## src/rtl/time_counter.sv

```systemverilog
// Timekeeping core: 1 Hz prescaler, hh:mm:ss counters and a RUN/SET_HR/SET_MIN set-mode FSM.
// Optional alarm compare is built when the ALARM_EN macro is defined.
module time_counter #(
  parameter int CLK_HZ   = 50_000_000,
  parameter int HOUR_MAX = 24
) (
  input  logic       clk,
  input  logic       rst,
  input  logic       en,
  input  logic       mode_btn,
  input  logic       inc_btn,
`ifdef ALARM_EN
  input  logic [5:0] alarm_hr,
  input  logic [5:0] alarm_min,
  output logic       alarm_o,
`endif
  output logic [5:0] sec_o,
  output logic [5:0] min_o,
  output logic [5:0] hour_o,
  output logic [1:0] state_o,
  output logic       tick_o
);

  localparam int PW = (CLK_HZ > 1) ? $clog2(CLK_HZ) : 1;
  localparam logic [PW-1:0] PRESC_TOP = PW'(CLK_HZ - 1);
  localparam logic [5:0]    HOUR_TOP  = 6'(HOUR_MAX - 1);

  typedef enum logic [1:0] {
    RUN     = 2'd0,
    SET_HR  = 2'd1,
    SET_MIN = 2'd2
  } state_t;

  state_t        state;
  logic [PW-1:0] presc;

  assign state_o = state;

  always_ff @(posedge clk or posedge rst) begin
    if (rst) begin
      state  <= RUN;
      presc  <= '0;
      sec_o  <= '0;
      min_o  <= '0;
      hour_o <= '0;
      tick_o <= 1'b0;
    end else begin
      tick_o <= 1'b0;
      case (state)
        RUN: begin
          // A mode press takes priority over a tick landing on the same edge.
          if (mode_btn) begin
            state <= SET_HR;
            presc <= '0;
          end else if (en) begin
            if (presc == PRESC_TOP) begin
              presc  <= '0;
              tick_o <= 1'b1;
              if (sec_o == 6'd59) begin
                sec_o <= '0;
                if (min_o == 6'd59) begin
                  min_o  <= '0;
                  hour_o <= (hour_o == HOUR_TOP) ? 6'd0 : hour_o + 6'd1;
                end else begin
                  min_o <= min_o + 6'd1;
                end
              end else begin
                sec_o <= sec_o + 6'd1;
              end
            end else begin
              presc <= presc + PW'(1);
            end
          end
        end
        SET_HR: begin
          presc <= '0;
          if (mode_btn) begin
            state <= SET_MIN;
          end else if (inc_btn) begin
            hour_o <= (hour_o == HOUR_TOP) ? 6'd0 : hour_o + 6'd1;
          end
        end
        SET_MIN: begin
          presc <= '0;
          if (mode_btn) begin
            state <= RUN;
            sec_o <= '0;
          end else if (inc_btn) begin
            min_o <= (min_o == 6'd59) ? 6'd0 : min_o + 6'd1;
          end
        end
        default: begin
          state <= RUN;
          presc <= '0;
        end
      endcase
    end
  end

`ifdef ALARM_EN
  // Gating on mode_btn keeps alarm_o low in the first SET_HR cycle.
  always_ff @(posedge clk or posedge rst) begin
    if (rst) begin
      alarm_o <= 1'b0;
    end else begin
      alarm_o <= (state == RUN) && !mode_btn &&
                 (alarm_hr < 6'(HOUR_MAX)) && (alarm_min < 6'd60) &&
                 (alarm_hr == hour_o) && (alarm_min == min_o);
    end
  end
`endif

endmodule
```

## config.mk

```make
export PLATFORM = sky130hd
export DESIGN_NAME = time_counter
export DESIGN_NICKNAME = d
export VERILOG_FILES = /design/src/rtl/time_counter.sv
export SDC_FILE = /design/constraint.sdc
export NUM_CORES = 1
export LEC_CHECK = 0
export ABC_AREA = 1
export CORE_MARGIN = 2
export CORE_UTILIZATION = 48
export DETAILED_ROUTE_END_ITERATION = 10
export PLACE_DENSITY = 0.71
export SETUP_SLACK_MARGIN = 0.4
export SYNTH_ARGS = -nofsm -noshare
export SYNTH_HDL_FRONTEND = slang
export SYNTH_SLANG_ARGS = --single-unit
export TNS_END_PERCENT = 20
```

## constraint.sdc

```tcl
create_clock -name clk -period 1.7 [get_ports clk]
set_clock_uncertainty 0.15 [all_clocks]
set_input_delay 0.34 -clock clk [delete_from_list [all_inputs] [get_ports clk]]
set_output_delay 0.34 -clock clk [all_outputs]
set_load 0.01 [all_outputs]
```

==> out/results.tsv <==
stage	metric	value	unit
sta	setup TNS	-0.587	ns
clock_tree	# clock sinks	47	
sta	share of the clock period used by the worst path	106	%
clock_tree	Clock Path Buffers	2	
routing	vias	3095	
critical_path	worst path arrival time	1.90	ns
critical_path	critical path's slowest cell	dfrtp_1	
sta	RSZ-0062 raised after global routing	yes	
flow_run	Max-cap violations	0	
critical_path	crit-path max cell delay	0.38	ns
synthesis	Synth area leaders	dfrtp_1 (40%), nand2_1 (14%), nor2_1 (7.4%), nand3_1 (5.6%), inv_1 (5.4%)	
final_layout	final instance area	4260	sq um
final_layout	Final Util	71.9	%
synthesis	area leader, netlist	dfrtp_1	
synthesis	Unique masters post-synth	34	
clock_tree	root buffer cell	clkbuf_8	
synthesis	Cells after Synth	398	
global_route	vias in the first global route	2983	
min_path	Min-Delay Path Class	input port to async pin	
final_layout	share of layout cells above drive strength 1	35.8	%
sta	Slew Limit Headroom	75.9	%
sta	final worst path period need	1.80	ns
placed_design	Setup WS pre-CTS	-0.217	ns
final_layout	Final nets	516	
critical_path	worst reg-to-reg setup slack	-0.10	ns
global_route	GRT Resource Usage Total	25.7	%
clock_tree	CTS tree	done	
critical_path	Worst R2R Path Depth	9	
placed_design	DPL Wire Length	5450	um
synthesis	post-synthesis sequential area ratio	40.1	%
power	Tot Pwr	4.01	mW
critical_path	r2r startpoint	presc[1]	
synthesis	top cell type's share of synthesized area	40.1	%
placed_design	Placed Area	3760	sq um
power	PD cells	941	nW/um^2
routing	TritonRoute pass-1 iters	4	
final_layout	Layout area overhead	45.3	%
clock_tree	Worst-Skew Late Latency	0.31	ns
sta	Final Hold Fails	0	
sta	Final setup viols	25	
critical_path	r2r endpoint	presc[20]	
die	Die Ht	82.1	um
synthesis	Synthesis Warnings	0	
critical_path	crit start category	flip-flop	
global_route	initial antenna violation count	0	
global_route	first-pass GRT wire length	13300	um
critical_path	Critical Path Fanout Max	5	
final_layout	n_diodes	0	
clock_tree	hold_buf cts	0	
die	starting density of the core	49.5	%
synthesis	Cell Area, Synth	2930	sq um
critical_path	ordered cell list for the critical path	ha_2, nand2_4, nor2_1, nand3_2, nor2_4, nand3_1, nand2_1, nand2_1, nor2_1	
power	IR drop worst, VDD	0.740	mV
critical_path	worst path required time	1.79	ns
placed_design	Buffers on Ports	25	
critical_path	WP depth	9	
critical_path	nature of the critical path endpoint	flip-flop	
critical_path	Crit Path Class	flip-flop to flip-flop	
routing	starting DRC count in detailed routing	205	
routing	Vias/cell	5.31	
critical_path	crit-path leading delay family	simple AND/OR/NAND/NOR gates	
clock_tree	CTS buffer count	5	
routing	post-route ant nets	0	
critical_path	CP Buf/Inv Count	0	
global_route	GRT overflow	0	
die	Core Area	5920	sq um
die	Ports	26	
critical_path	Worst setup endpoint	presc[20]	
synthesis	post-synthesis net count	407	
sta	Slew @ Worst Pin	0.361	ns
sta	post-route setup slack	-0.102	ns
placed_design	GPL Wtd Cong	0.890	
routing	drt total wl	8460	um
sta	Fmax achieved	0.555	GHz
clock_tree	H-tree depth	2	
global_route	met1 usage	30.8	%
routing	DRC Markers	0	
global_route	routing usage on met3	3.91	%
synthesis	Yosys reg bits	47	
routing	DR WL/cell	14.5	um
global_route	gr busiest metal	met2	
clock_tree	Clock transition at path regs	0.09	ns
die	die area	6750	sq um
die	chip width	82.1	um
sta	Slew Limit Fails	0	
outcome	failing checks	negative setup slack	
outcome	status	complete, but fails checks	
power	Leakage	2.00	nW
global_route	largest net degree at the start of global routing	21	
synthesis	syn avg cell area	7.36	sq um
die	FP Rows	28	
global_route	met2 Usage GRT	46.3	%
critical_path	Worst Setup SP	presc[1]	
layout by cell type (no fill, tap or decap), drive strengths merged, types with 8 or more instances in the layout:
cell type	n
nand2	115
nor3	9
o21ai	17
inv	45
nand4	19
nor2	64
dfrtp	47
nand3	35
xor2	15
buf	102
a21oi	8
what timing repair did:
action,CTS,global route
pin swaps,7,13
gates resized for setup,70,68
cloned,0,0
setup endpoints to repair,66,66
setup buffers,23,9
worst reg2reg max path, delay by kind of cell (launching register included):
kind,cells,cell delay [ns]
fa+ha+maj,1,0.23
simple gates,8,0.98
flops,1,0.38
flip-flops by register name (all words and copies together) (netlist names):
| register | count |
|---|---|
| presc | 26 |
| hour_o | 6 |
| min_o | 6 |
| sec_o | 6 |
| state_o | 2 |
| tick_o | 1 |
logic make-up (layout without fill, tap and decap cells):
| group | Yosys count | count (layout) | share of synthesized area [%] |
|---|---|---|---|
| XOR/XNOR | 18 | 18 | 5.38 |
| buffers and inverters | 51 | 161 | 7.30 |
| AO/OA/AOI/OAI | 29 | 29 | 6.28 |
| adder cells (fa/ha/maj) | 4 | 4 | 1.71 |
| flip-flops | 47 | 47 | 40.1 |
| AND/OR/NAND/NOR | 249 | 249 | 39.2 |
cells in the mapped netlist:
library cell / n
inv_2: 4
nand3_4: 1
xnor2_1: 3
nor2_1: 58
o22ai_1: 1
o21ai_4: 1
nor2_2: 3
nor3_2: 3
or2_2: 3
o211ai_1: 1
inv_1: 42
a21oi_2: 1
or2_4: 1
ha_1: 4
a21boi_2: 1
o21bai_1: 1
a21oi_4: 1
nand2_1: 109
nor3b_1: 3
nand3_2: 1
o21ai_0: 11
nand3_1: 33
o21ai_1: 5
dfrtp_1: 47
nand4_1: 19
buf_4: 2
xor2_1: 15
clkbuf_1: 1
a21oi_1: 6
nand2_2: 4
buf_6: 2
nand2_4: 2
nor3_1: 6
nor2_4: 3
through the flow:
step / instances / hold slack (ns)
2_1_floorplan: 398 / 0.213
6_report: 583 / 0.199
3_5_place_dp: 543 / 0.343
4_1_cts: 574 / 0.215
5_1_grt: 583 / 0.229
3_3_place_gp: 543 / 0.332
report_power, final:
part           switching, mW  internal (mW)
Combinational           1.00          0.970
Clock                  0.399          0.334
Sequential            0.0741           1.23
Total                   1.48           2.53
layout make-up:
| class | count | area (sq um) |
|---|---|---|
| clock buffers | 7 | 86.3 |
| repair buffers | 107 | 940 |
| fillers | 442 | 1660 |
| multi-input cells | 300 | 1770 |
| clock inverters | 1 | 8.76 |
| well taps | 75 | 93.8 |
| inverters | 46 | 181 |
| flip-flops and latches | 47 | 1180 |
how the worst min path moves through the flow:
stage                 to  slack, ns  cells past startpoint
3_3_place_gp   hour_o[5]       0.33                      2
3_5_place_dp   hour_o[5]       0.34                      2
4_1_cts         presc[8]       0.21                      2
6_report        presc[8]       0.20                      2
5_1_grt         presc[8]       0.23                      2
2_1_floorplan  hour_o[0]       0.21                      1
per-layer routing:
metal  wire length, um  up-vias
li1                  -     1500
met1              3440     1488
met2              4480       87
met3               314       20
met4               233        0
met5                 0        -
No activity file was read; power rests on OpenSTA's default activity.
